File: src/rtl/axi_write_slave_burst_if.sv
// AXI3 write-channel bundle plus the memory-side beat port of axi_write_slave_burst.
// The slave modport is the design view; the master modport drives it (interconnect/memory side).
interface axi_write_slave_burst_if #(
    parameter int DATA_W = 32,
    parameter int ADDR_W = 32,
    parameter int ID_W   = 4,
    parameter int LEN_W  = 4
);
    logic [ID_W-1:0]     AWID;
    logic [ADDR_W-1:0]   AWADDR;
    logic [LEN_W-1:0]    AWLEN;
    logic [2:0]          AWSIZE;
    logic [1:0]          AWBURST;
    logic                AWVALID;
    logic                AWREADY;
    logic [ID_W-1:0]     WID;
    logic [DATA_W-1:0]   WDATA;
    logic [DATA_W/8-1:0] WSTRB;
    logic                WLAST;
    logic                WVALID;
    logic                WREADY;
    logic [ID_W-1:0]     BID;
    logic [1:0]          BRESP;
    logic                BVALID;
    logic                BREADY;
    logic                mem_we;
    logic [ADDR_W-1:0]   mem_addr;
    logic [DATA_W-1:0]   mem_wdata;
    logic [DATA_W/8-1:0] mem_wstrb;
    logic                mem_ready;
    logic                write_done;

    modport slave (
        input  AWID, AWADDR, AWLEN, AWSIZE, AWBURST, AWVALID,
        output AWREADY,
        input  WID, WDATA, WSTRB, WLAST, WVALID,
        output WREADY,
        output BID, BRESP, BVALID,
        input  BREADY,
        output mem_we, mem_addr, mem_wdata, mem_wstrb,
        input  mem_ready,
        output write_done
    );

    modport master (
        output AWID, AWADDR, AWLEN, AWSIZE, AWBURST, AWVALID,
        input  AWREADY,
        output WID, WDATA, WSTRB, WLAST, WVALID,
        input  WREADY,
        input  BID, BRESP, BVALID,
        output BREADY,
        input  mem_we, mem_addr, mem_wdata, mem_wstrb,
        output mem_ready,
        input  write_done
    );
endinterface

File: src/rtl/axi_write_slave_burst.sv
// AXI3 write slave: one burst at a time, FIXED/INCR/WRAP beat addressing, strobed beats to a memory port.
// Optional macro AXI_WID_CHECK_EN compares WID against the captured AWID on every beat.
module axi_write_slave_burst #(
    parameter int DATA_W = 32,
    parameter int ADDR_W = 32,
    parameter int ID_W   = 4,
    parameter int LEN_W  = 4
) (
    input logic                    ACLK,
    input logic                    ARESET,
    axi_write_slave_burst_if.slave bus
);
    localparam int SIZE_MAX = $clog2(DATA_W / 8);

    typedef enum logic [1:0] {IDLE, DATA, RESP} state_t;

    state_t             state;
    state_t             state_nx;
    logic               awready;
    logic [ID_W-1:0]    cap_id;
    logic [ADDR_W-1:0]  cap_addr;
    logic [LEN_W-1:0]   cap_len;
    logic [2:0]         cap_size;
    logic [1:0]         cap_burst;
    logic [LEN_W-1:0]   cnt;
    logic               err;
    logic               aw_hs;
    logic               beat;
    logic               last_beat;
    logic               wid_err;
    logic               beat_err;

    function automatic logic [ADDR_W-1:0] next_addr(
        input logic [ADDR_W-1:0] addr,
        input logic [LEN_W-1:0]  len,
        input logic [2:0]        size,
        input logic [1:0]        burst
    );
        logic [ADDR_W-1:0] incr;
        logic [ADDR_W-1:0] mask;
        incr = ADDR_W'(1) << size;
        mask = ((ADDR_W'(len) + ADDR_W'(1)) << size) - ADDR_W'(1);
        case (burst)
            2'b01:   next_addr = (addr & ~(incr - ADDR_W'(1))) + incr;
            2'b10:   next_addr = (addr & ~mask) | ((addr + incr) & mask);
            default: next_addr = addr;
        endcase
    endfunction

    function automatic logic aw_error(
        input logic [ADDR_W-1:0] addr,
        input logic [LEN_W-1:0]  len,
        input logic [2:0]        size,
        input logic [1:0]        burst
    );
        logic bad_len;
        logic misaligned;
        bad_len    = !((len == LEN_W'(1)) || (len == LEN_W'(3)) ||
                       (len == LEN_W'(7)) || (len == LEN_W'(15)));
        misaligned = (addr & ((ADDR_W'(1) << size) - ADDR_W'(1))) != '0;
        aw_error   = (size > 3'(SIZE_MAX)) || (burst == 2'b11) ||
                     ((burst == 2'b10) && (bad_len || misaligned));
    endfunction

    assign aw_hs     = (state == IDLE) && awready && bus.AWVALID;
    assign beat      = (state == DATA) && bus.WVALID && bus.mem_ready;
    assign last_beat = (cnt == cap_len);
`ifdef AXI_WID_CHECK_EN
    assign wid_err   = (bus.WID != cap_id);
`else
    assign wid_err   = 1'b0;
`endif
    // WLAST only qualifies the burst; termination comes from the beat counter
    assign beat_err  = (bus.WLAST != last_beat) || wid_err;

    assign bus.AWREADY   = awready;
    assign bus.mem_addr  = cap_addr;
    assign bus.mem_wdata = bus.WDATA;
    assign bus.mem_wstrb = bus.WSTRB;

    always_ff @(posedge ACLK) begin
        if (ARESET) begin
            state   <= IDLE;
            awready <= 1'b0;
        end else begin
            state   <= state_nx;
            awready <= (state_nx == IDLE);
        end
    end

    always_comb begin
        state_nx       = state;
        bus.WREADY     = 1'b0;
        bus.BVALID     = 1'b0;
        bus.BID        = '0;
        bus.BRESP      = 2'b00;
        bus.mem_we     = 1'b0;
        bus.write_done = 1'b0;
        case (state)
            IDLE: begin
                if (aw_hs) state_nx = DATA;
            end
            DATA: begin
                bus.WREADY = bus.mem_ready;
                if (beat) begin
                    bus.mem_we = !err && !beat_err;
                    if (last_beat) state_nx = RESP;
                end
            end
            RESP: begin
                bus.BVALID = 1'b1;
                bus.BID    = cap_id;
                bus.BRESP  = err ? 2'b10 : 2'b00;
                if (bus.BREADY) begin
                    bus.write_done = 1'b1;
                    state_nx       = IDLE;
                end
            end
            default: state_nx = IDLE;
        endcase
    end

    always_ff @(posedge ACLK) begin
        if (ARESET) begin
            cap_id    <= '0;
            cap_addr  <= '0;
            cap_len   <= '0;
            cap_size  <= '0;
            cap_burst <= '0;
            cnt       <= '0;
            err       <= 1'b0;
        end else if (aw_hs) begin
            cap_id    <= bus.AWID;
            cap_addr  <= bus.AWADDR;
            cap_len   <= bus.AWLEN;
            cap_size  <= bus.AWSIZE;
            cap_burst <= bus.AWBURST;
            cnt       <= '0;
            err       <= aw_error(bus.AWADDR, bus.AWLEN, bus.AWSIZE, bus.AWBURST);
        end else if (beat) begin
            cnt      <= cnt + LEN_W'(1);
            cap_addr <= next_addr(cap_addr, cap_len, cap_size, cap_burst);
            if (beat_err) err <= 1'b1;
        end
    end
endmodule

File: src/flat_wrapper.sv
// flat-port wrapper written by rule: the top's interface ports become plain ports
module axi_write_slave_burst_flat 
#(
    parameter int DATA_W = 32,
    parameter int ADDR_W = 32,
    parameter int ID_W   = 4,
    parameter int LEN_W  = 4
)
  (ACLK, ARESET, bus_AWID, bus_AWADDR, bus_AWLEN, bus_AWSIZE, bus_AWBURST, bus_AWVALID, bus_AWREADY, bus_WID, bus_WDATA, bus_WSTRB, bus_WLAST, bus_WVALID, bus_WREADY, bus_BID, bus_BRESP, bus_BVALID, bus_BREADY, bus_mem_we, bus_mem_addr, bus_mem_wdata, bus_mem_wstrb, bus_mem_ready, bus_write_done);
  axi_write_slave_burst_if #(.DATA_W(DATA_W), .ADDR_W(ADDR_W), .ID_W(ID_W), .LEN_W(LEN_W)) bus_i ();
  input logic ACLK;
  input logic ARESET;
  input wire logic [$bits(bus_i.AWID)-1:0] bus_AWID;
  input wire logic [$bits(bus_i.AWADDR)-1:0] bus_AWADDR;
  input wire logic [$bits(bus_i.AWLEN)-1:0] bus_AWLEN;
  input wire logic [$bits(bus_i.AWSIZE)-1:0] bus_AWSIZE;
  input wire logic [$bits(bus_i.AWBURST)-1:0] bus_AWBURST;
  input wire logic [$bits(bus_i.AWVALID)-1:0] bus_AWVALID;
  output wire logic [$bits(bus_i.AWREADY)-1:0] bus_AWREADY;
  input wire logic [$bits(bus_i.WID)-1:0] bus_WID;
  input wire logic [$bits(bus_i.WDATA)-1:0] bus_WDATA;
  input wire logic [$bits(bus_i.WSTRB)-1:0] bus_WSTRB;
  input wire logic [$bits(bus_i.WLAST)-1:0] bus_WLAST;
  input wire logic [$bits(bus_i.WVALID)-1:0] bus_WVALID;
  output wire logic [$bits(bus_i.WREADY)-1:0] bus_WREADY;
  output wire logic [$bits(bus_i.BID)-1:0] bus_BID;
  output wire logic [$bits(bus_i.BRESP)-1:0] bus_BRESP;
  output wire logic [$bits(bus_i.BVALID)-1:0] bus_BVALID;
  input wire logic [$bits(bus_i.BREADY)-1:0] bus_BREADY;
  output wire logic [$bits(bus_i.mem_we)-1:0] bus_mem_we;
  output wire logic [$bits(bus_i.mem_addr)-1:0] bus_mem_addr;
  output wire logic [$bits(bus_i.mem_wdata)-1:0] bus_mem_wdata;
  output wire logic [$bits(bus_i.mem_wstrb)-1:0] bus_mem_wstrb;
  input wire logic [$bits(bus_i.mem_ready)-1:0] bus_mem_ready;
  output wire logic [$bits(bus_i.write_done)-1:0] bus_write_done;
  assign bus_i.AWID = bus_AWID;
  assign bus_i.AWADDR = bus_AWADDR;
  assign bus_i.AWLEN = bus_AWLEN;
  assign bus_i.AWSIZE = bus_AWSIZE;
  assign bus_i.AWBURST = bus_AWBURST;
  assign bus_i.AWVALID = bus_AWVALID;
  assign bus_AWREADY = bus_i.AWREADY;
  assign bus_i.WID = bus_WID;
  assign bus_i.WDATA = bus_WDATA;
  assign bus_i.WSTRB = bus_WSTRB;
  assign bus_i.WLAST = bus_WLAST;
  assign bus_i.WVALID = bus_WVALID;
  assign bus_WREADY = bus_i.WREADY;
  assign bus_BID = bus_i.BID;
  assign bus_BRESP = bus_i.BRESP;
  assign bus_BVALID = bus_i.BVALID;
  assign bus_i.BREADY = bus_BREADY;
  assign bus_mem_we = bus_i.mem_we;
  assign bus_mem_addr = bus_i.mem_addr;
  assign bus_mem_wdata = bus_i.mem_wdata;
  assign bus_mem_wstrb = bus_i.mem_wstrb;
  assign bus_i.mem_ready = bus_mem_ready;
  assign bus_write_done = bus_i.write_done;
  axi_write_slave_burst #(.DATA_W(DATA_W), .ADDR_W(ADDR_W), .ID_W(ID_W), .LEN_W(LEN_W)) u_core (.ACLK(ACLK), .ARESET(ARESET), .bus(bus_i));
endmodule
File: config.mk
export PLATFORM = sky130hd
export DESIGN_NAME = axi_write_slave_burst_flat
export DESIGN_NICKNAME = d
export VERILOG_FILES = /design/src/rtl/axi_write_slave_burst_if.sv /design/src/rtl/axi_write_slave_burst.sv /design/src/flat_wrapper.sv
export SDC_FILE = /design/constraint.sdc
export NUM_CORES = 1
export LEC_CHECK = 0
export BUFFER_PORTS_ARGS = -buffer_cell sky130_fd_sc_hd__buf_2
export CAP_MARGIN = 20
export CORE_UTILIZATION = 45
export DETAILED_ROUTE_END_ITERATION = 10
export HOLD_SLACK_MARGIN = 0.05
export PLACE_DENSITY_LB_ADDON = 0.15
export REMOVE_ABC_BUFFERS = 1
export SLEW_MARGIN = 20
export SYNTH_ARGS = -nofsm -noshare
export SYNTH_HDL_FRONTEND = slang
export SYNTH_SLANG_ARGS = --single-unit
File: constraint.sdc
create_clock -name ACLK -period 11 [get_ports ACLK]
set_input_delay 0 -clock ACLK [delete_from_list [all_inputs] [get_ports ACLK]]
set_output_delay 0 -clock ACLK [all_outputs]
set_load 0.1 [all_outputs]
# Word level (Yosys, flattened, before mapping)
# Cells that the tools add are included.
[word_totals]
reg_bits = 53
elab_cells = 83
[classes]
n_addsub = 7
n_lt_le_gt_ge = 1
n_eq_ne = 12
shifts = 3
mux = 20
bitwise_logic = 7
n_reduce_logical = 24
[ops]
columns = ["cell", "n"]
rows = [
  ["$and A32 B32 Y32", 4],
  ["$sub A32 B1 Y32 const B", 3],
  ["$add A32 B32 Y32", 2],
  ["$mux W32", 2],
  ["$not A32 Y32", 2],
  ["$pmux W32 S2", 1],
  ["$shl A1 B3 Y32 const A", 2],
  ["$or A32 B32 Y32", 1],
  ["$reduce_bool A32 Y1", 1],
  ["$shl A32 B3 Y32", 1],
  ["$mux W2", 6],
  ["$mux W1", 9],
  ["$eq A2 B2 Y1 const B", 4],
  ["$logic_and A1 B1 Y1", 6],
  ["$logic_or A1 B1 Y1", 6],
  ["$pmux W2 S3", 1],
  ["$add A4 B1 Y5 const B", 1],
  ["$add A4 B1 Y4 const B", 1],
  ["$eq A2 B1 Y1 const B", 2],
  ["$eq A4 B1 Y1 const B", 1],
  ["$eq A4 B2 Y1 const B", 1],
  ["$eq A4 B3 Y1 const B", 1],
  ["$eq A4 B4 Y1", 1],
  ["$eq A4 B4 Y1 const B", 1],
  ["other kinds (9)", 14],
]

# Depth between registers and ports, before layout
# Gate-level depths: netlist of the first run.
[logic_depth]
depth_word = 9
mapped_depth = 19
mapped_depth_nobuf = 12

# Worst setup path before layout of the first run
# No wires, ideal clock.
[synth_path]
kind = "register to register"
startpoint = "register u_core.cap_size[1]"
endpoint = "register (tool-made name)"
arrival_ns = 3.971
t_required_ns = 10.925
setup_slack_ns = 6.954
stages_incl_launch_ff = 19
n_path_buf = 7
synth_period_minus_slack_ns = 4.046
cell_sequence = "dfxtp_1 buf_6 buf_8 buf_4 buf_4 buf_2 buf_1 nor3_1 ha_1 ha_1 buf_1 or3b_1 a31o_1 a221oi_2 a211oi_2 a2111oi_4 xnor2_1 a2111o_1 a31oi_1"
[synth_lines]
columns = ["element", "line", "rtl"]
rows = [
  ["start: declaration", "axi_write_slave_burst.sv:23", "logic [2:0] cap_size;"],
  ["start signal: assignment", "axi_write_slave_burst.sv:136", "cap_size <= bus.AWSIZE;"],
]

==> impl_metrics.env, run 1 <==
export IMPL_outcome="complete, no violations"
export IMPL_viasPerCell=6.30
export IMPL_clock_sinks=53
export IMPL_pwr_share_seq=0.307
export IMPL_finalCritPeriodShare=0.412
export IMPL_drv_cap=0
export IMPL_ctsLongestPathBuffers=2
export IMPL_grt_usage=0.318
export IMPL_setup_viol=0
export IMPL_r2r_start="u_core.cap_len[0]"
export IMPL_clkPwrFrac=0.264
export IMPL_power_switching_w=0.000343
export IMPL_yosys_top_cells_count="78 x nand2_1, 65 x nor2_1, 64 x a21oi_1"
export IMPL_clk_root_buffer_cell="clkbuf_16"
export IMPL_synth_area_um2=5790
export IMPL_slew_headroom=0.281
export IMPL_crit_path_frequent_cell="ha_1"
export IMPL_drive_above_1_share=0.154
export IMPL_rsz0062_at_grt="false"
export IMPL_crit_type="flop to flop"
export IMPL_drcViolationCount=0
export IMPL_fill_cells=1239
export IMPL_peakVddDrop_v=0.0000894
export IMPL_dieArea_um2=13300
export IMPL_fin_skew_ns=0.00665
export IMPL_synth_edf_count=0
export IMPL_ioPinCount=171
export IMPL_crit_start="u_core.cap_len[0]"
export IMPL_hpwl_um=14200
export IMPL_die_h_um=115
export IMPL_ys_types=89
export IMPL_ys_warn_count=0
export IMPL_synth_top_cell_by_area="dfxtp_1"
export IMPL_fp_dieW_um=115
export IMPL_cts_tree="yes"
export IMPL_ant_nets=0
export IMPL_start_util=0.461
export IMPL_insertion_delay_ns=0.31
export IMPL_wl_per_cell_um=20.3
export IMPL_setup_tns_final_ns=0
export IMPL_crit_chain="ha_1 > nand2b_1 > o21ai_0 > nand2_1 > ha_1 > o211ai_1 > nor3_1 > nand4_1 > o22ai_1 > a31oi_1 > a311oi_1"
export IMPL_yosysMostFrequentCell="nand2_1"
export IMPL_grt_pass1_wl_um=32400
export IMPL_num_vias=6607
export IMPL_cts_made_buffers=5
export IMPL_clock_fmax_mhz=221
export IMPL_dr_pass1_iters=5
export IMPL_grt_pass1_vias=5864
export IMPL_port_buffers=93
export IMPL_ys_flop_type="dfxtp_1"
export IMPL_min_path_cells=3
export IMPL_cp_slowest_cell="nand4_1"
export IMPL_min_path_type="input port to flop"
export IMPL_synth_top_cells_by_area="dfxtp_1 18%, a21oi_1 5.5%, buf_4 5.1%"
export IMPL_final_core_util=0.539
export IMPL_grt_start_max_net_pins=55
export IMPL_clk_pin_slew_worst_paths_ns=0.08
export IMPL_crit_fanout=18
export IMPL_ctsHoldBuffers=65
export IMPL_drt_total_wl_um=21300
export IMPL_cts_resized=0
export IMPL_endpoint_kind="flop"
export IMPL_synthesis_instances=806
export IMPL_fin_area_um2=6780
export IMPL_combPwrFrac=0.428
export IMPL_seq_area_frac_synth=0.183
export IMPL_powerDensity_nw_per_um2=109
export IMPL_total_leakage_power_nw=2.62
export IMPL_postCtsSetupBuffers=0
export IMPL_netlist_area_leader_share=0.183
export IMPL_slowest_delay_ns=0.77
export IMPL_hold_slack_ns=0.0475
export IMPL_sw_frac_of_total=0.464
export IMPL_place_congestion=0.917
export IMPL_grt_overflow=0
export IMPL_async_flop_share=0
export IMPL_seq_area_um2=1060
export IMPL_area_growth_pct=17.1
export IMPL_syn_avg_cell_area_um2=7.18
export IMPL_drtIter0Drc=597
export IMPL_crit_arrival_ns=4.75
export IMPL_cts_htree_levels=2
export IMPL_worstRegToRegCells=11
export IMPL_antenna_found_initial=0
export IMPL_r2r_slack_ns=6.47
export IMPL_hold_viol=0
export IMPL_slew_viol_final=0
export IMPL_internal_power_w=0.000397
export IMPL_rows=41
export IMPL_critPathLaunchType="flop"
export IMPL_post_dp_cell_area_um2=5960
export IMPL_core_area_um2=12600
export IMPL_multiInputGateArea_um2=4050
export IMPL_tightest_slew_ns=1.08
export IMPL_ys_ff_latch=53
export IMPL_fin_nets=986
export IMPL_min_period_ns=4.53
export IMPL_critPathRequiredTime_ns=11.22
[critical path: cells and delay by family (launching register included)]
family / cells / cell delay (ns)
flops: 1 / 0.71
fa+ha+maj: 2 / 0.64
simple gates: 4 / 1.65
compound gates: 5 / 1.44
[metal layers]
layer,global-route usage,part of all wire
met2,0.496,0.46
met5,0,0
met4,0.117,0.026
met1,0.440,0.43
met3,0.0544,0.078
[per-stage QoR]
stage,worst slack [ns],total power [W],cells
global placement,6.75,0.000468,975
finish,6.47,0.000739,1049
floorplan,6.97,0.000406,700
global route,6.12,0.000768,1048
CTS,6.57,0.000737,1048
detailed placement,6.64,0.000472,975
[placed cells by master, fill, tap and decap left out, drive strengths merged, types with 14 or more instances in the layout]
cell and count:
a21oi 64, a31oi 15, and2 23, buf 103
dfxtp 53, dlygate4sd3 65, ha 18, inv 22
nand2 78, nand3 22, nor2 65, nor3 28
o211ai 14, o21ai 41, o221ai 14, xnor2 24
xor2 20
[final cells by class]
cell class,count,area share
Multi-Input combinational cell,624,0.598
Timing Repair Buffer,168,0.176
Sequential cell,53,0.157
Tap cell,172,0.0317
Clock buffer,5,0.0185
Inverter,23,0.0127
Clock inverter,3,0.00646
Antenna cell,1,0.000369
[how the worst min path moves through the flow]
stage	startpoint	to	slack, ns
finish	bus_AWADDR[10]	flop	0.05
detailed placement	bus_WDATA[23]	bus_mem_wdata[23]	0.003
CTS	bus_AWADDR[10]	flop	0.05
floorplan	bus_WDATA[0]	bus_mem_wdata[0]	0
global route	bus_AWADDR[10]	flop	0.06
global placement	bus_WDATA[23]	bus_mem_wdata[23]	0.003
[power by group through the flow]
| stage | combinational [W] | sequential, W | clock, W |
|---|---|---|---|
| CTS | 0.000314 | 0.000226 | 0.000197 |
| detailed placement | 0.000241 | 0.000231 | 0 |
| global placement | 0.000238 | 0.000230 | 0 |
| floorplan | 0.000109 | 0.000297 | 0 |
| global route | 0.000334 | 0.000230 | 0.000205 |
| finish | 0.000317 | 0.000227 | 0.000196 |
[logic make-up (layout without fill, tap and decap cells)]
kind of cell    Yosys count  after routing  synth area share
fa+ha+maj                21             21            0.0460
compound gates          258            258             0.318
mux                       6              6            0.0106
flops                    53             53             0.183
simple gates            294            294             0.255
xor+xnor                 44             44            0.0678
buf+inv                 129            199             0.118
other cells               1              2          0.000648
Note: power is estimated with default switching activity, not from simulation.
==> run 2, diff against run 1 <==
--- a/config.mk
+++ b/config.mk
@@ -5,6 +5,7 @@
 export SDC_FILE = /design/constraint.sdc
 export NUM_CORES = 1
 export LEC_CHECK = 0
+export ABC_AREA = 1
 export BUFFER_PORTS_ARGS = -buffer_cell sky130_fd_sc_hd__buf_2
 export CAP_MARGIN = 20
 export CORE_UTILIZATION = 45
==> constraint.sdc (replaced) <==
create_clock -name ACLK -period 4.3 [get_ports ACLK]
set_input_delay 0 -clock ACLK [delete_from_list [all_inputs] [get_ports ACLK]]
set_output_delay 0 -clock ACLK [all_outputs]
set_load 0.1 [all_outputs]
==> run 2 against run 1 <==
Effect of this change:
- die area grew 10%
- worst hold slack improved by 0.014 ns
- clock power up 150%
- setup slack got worse by 5.4 ns
- via count rose by 12%
- routed wire length is 3.9% higher
- sequential cell count is the same
- largest power group unchanged
- synthesized cell count is 38% higher
- final area increased by 8.8%
- maximum frequency up 42%
- first-iteration DRC count down 0.17%
- highest routed layer unchanged
==> impl_metrics.env, run 2 <==
export IMPL_ys_types=47
export IMPL_post_dp_cell_area_um2=6670
export IMPL_slew_headroom=0.303
export IMPL_setup_tns_final_ns=0
export IMPL_insertion_delay_ns=0.31
export IMPL_rows=43
export IMPL_core_area_um2=13900
export IMPL_setup_viol=0
export IMPL_min_period_ns=3.19
export IMPL_clk_pin_slew_worst_paths_ns=0.08
export IMPL_grt_pass1_vias=6583
export IMPL_drcViolationCount=0
export IMPL_grt_pass1_wl_um=34800
export IMPL_drt_total_wl_um=22100
export IMPL_fin_area_um2=7380
export IMPL_fin_skew_ns=0.0109
export IMPL_start_util=0.461
export IMPL_cts_resized=0
export IMPL_clock_fmax_mhz=314
export IMPL_outcome="complete, no violations"
export IMPL_clk_root_buffer_cell="clkbuf_16"
export IMPL_antenna_found_initial=0
export IMPL_wl_per_cell_um=16.0
export IMPL_viasPerCell=5.33
export IMPL_crit_arrival_ns=3.42
export IMPL_peakVddDrop_v=0.000159
export IMPL_tightest_slew_ns=1.04
export IMPL_critPathRequiredTime_ns=4.54
export IMPL_min_path_type="input port to flop"
export IMPL_antenna_cells=0
export IMPL_endpoint_kind="flop"
export IMPL_rsz0062_at_grt="false"
export IMPL_p_total_w=0.00193
export IMPL_netlist_area_leader_share=0.183
export IMPL_powerDensity_nw_per_um2=261
export IMPL_layout_commonest_cell="nand2_1"
export IMPL_crit_type="flop to flop"
export IMPL_num_vias=7369
export IMPL_cts_made_buffers=5
export IMPL_place_congestion=0.946
export IMPL_hold_viol=0
export IMPL_dr_pass1_iters=5
export IMPL_ys_ff_latch=53
export IMPL_seq_area_frac_synth=0.166
export IMPL_fill_cells=1460
export IMPL_ctsLongestPathBuffers=2
export IMPL_drtIter0Drc=596
export IMPL_die_h_um=121
export IMPL_ys_warn_count=0
export IMPL_critPathLaunchType="flop"
export IMPL_yosys_top_cells_count="312 x nand2_1, 133 x nor2_1, 120 x nand3_1"
export IMPL_drv_cap=0
export IMPL_port_buffers=93
export IMPL_total_leakage_power_nw=3.57
export IMPL_ctsHoldBuffers=55
export IMPL_ant_nets=0
export IMPL_grt_overflow=0
export IMPL_cts_htree_levels=2
export IMPL_async_flop_share=0
export IMPL_fin_nets=1313
export IMPL_synth_top_cells_by_area="nand2_1 18%, dfxtp_1 17%, nand3_1 9.4%"
export IMPL_grt_start_max_net_pins=37
export IMPL_postCtsSetupBuffers=0
export IMPL_crit_fanout=13
export IMPL_synth_area_um2=6390
export IMPL_hpwl_um=16300
export IMPL_final_core_util=0.531
export IMPL_finalCritPeriodShare=0.741
export IMPL_syn_avg_cell_area_um2=5.75
export IMPL_ys_flop_type="dfxtp_1"
export IMPL_hold_slack_ns=0.0614
export IMPL_clock_sinks=53
export IMPL_fp_dieW_um=121
export IMPL_layout_common_cells="312 x nand2_1, 133 x nor2_1, 120 x nand3_1"
export IMPL_slew_viol_final=0
export IMPL_drive_above_1_share=0.161
export IMPL_grt_usage=0.308
export IMPL_synth_edf_count=0
export IMPL_area_growth_pct=15.4
export IMPL_synth_top_cell_by_area="nand2_1"
export IMPL_dieArea_um2=14700
export IMPL_yosysMostFrequentCell="nand2_1"
export IMPL_ioPinCount=171
export IMPL_cts_tree="yes"
export IMPL_synthesis_instances=1112
-- run 2: power by group --
part	switching, W	total, W	internal (W)
combinational	0.000651	0.000877	0.000226
clock	0.000216	0.000488	0.000272
sequential	0.0000420	0.000562	0.000520
total	0.000909	0.00193	0.00102
-- run 2: cells by family (layout without fill, tap and decap cells) --
family,count (synthesis),after routing,share of synthesized area
XOR/XNOR,33,33,0.0452
AO/OA/AOI/OAI,133,133,0.118
other,1,1,0.000586
adder cells (fa/ha/maj),19,19,0.0383
buffers and inverters,200,290,0.151
AND/OR/NAND/NOR,673,673,0.481
flip-flops,53,53,0.166
-- run 2: final cells by class --
cell class | instances | area, µm² | area share
flip-flops and latches | 53 | 1060 | 0.144
multi-input cells | 859 | 4370 | 0.593
clock inverters | 2 | 35.0 | 0.00475
clock buffers | 5 | 125 | 0.0170
inverters | 126 | 473 | 0.0641
well taps | 180 | 225 | 0.0305
repair buffers | 157 | 1080 | 0.147
-- run 2: worst paths after layout --
check,depth (start not counted),slack [ns],end,from
worst max-delay path,19,1.11,flop,u_core.cap_size[2]
worst min-delay path,3,0.06,flop,bus_AWADDR[0]
worst max register to register,19,1.11,flop,u_core.cap_size[2]
worst min register to register,2,0.46,u_core.cap_id[1],u_core.cap_id[1]
-- run 2: layer usage --
metal | GRT usage | part of all wire
met1 | 0.432 | 0.47
met2 | 0.476 | 0.43
met3 | 0.0540 | 0.079
met4 | 0.0895 | 0.021
met5 | 0 | 0
-- run 2: critical path, stage by stage (launching register included) --
cell and delay, ns:
dfxtp_1 0.34, buf_4 0.20, nor2_4 0.17, inv_2 0.08, nor2_1 0.17, ha_1 0.33
inv_1 0.11, fa_1 0.43, inv_1 0.08, nand4_1 0.09, nand2_1 0.16, nand2_1 0.09
nand2_2 0.16, nand2_1 0.09, nor2_1 0.14, xor2_1 0.16, nand2_1 0.06, nand2_1 0.07
nand2_1 0.04, a21oi_1 0.11
-- run 2: through the flow --
stage                     setup slack, ns  std cells
after floorplan                    0.0858       1038
after global placement               1.24       1320
after detailed placement             1.22       1320
after CTS                            1.20       1382
after global routing                0.848       1382
final                                1.11       1382
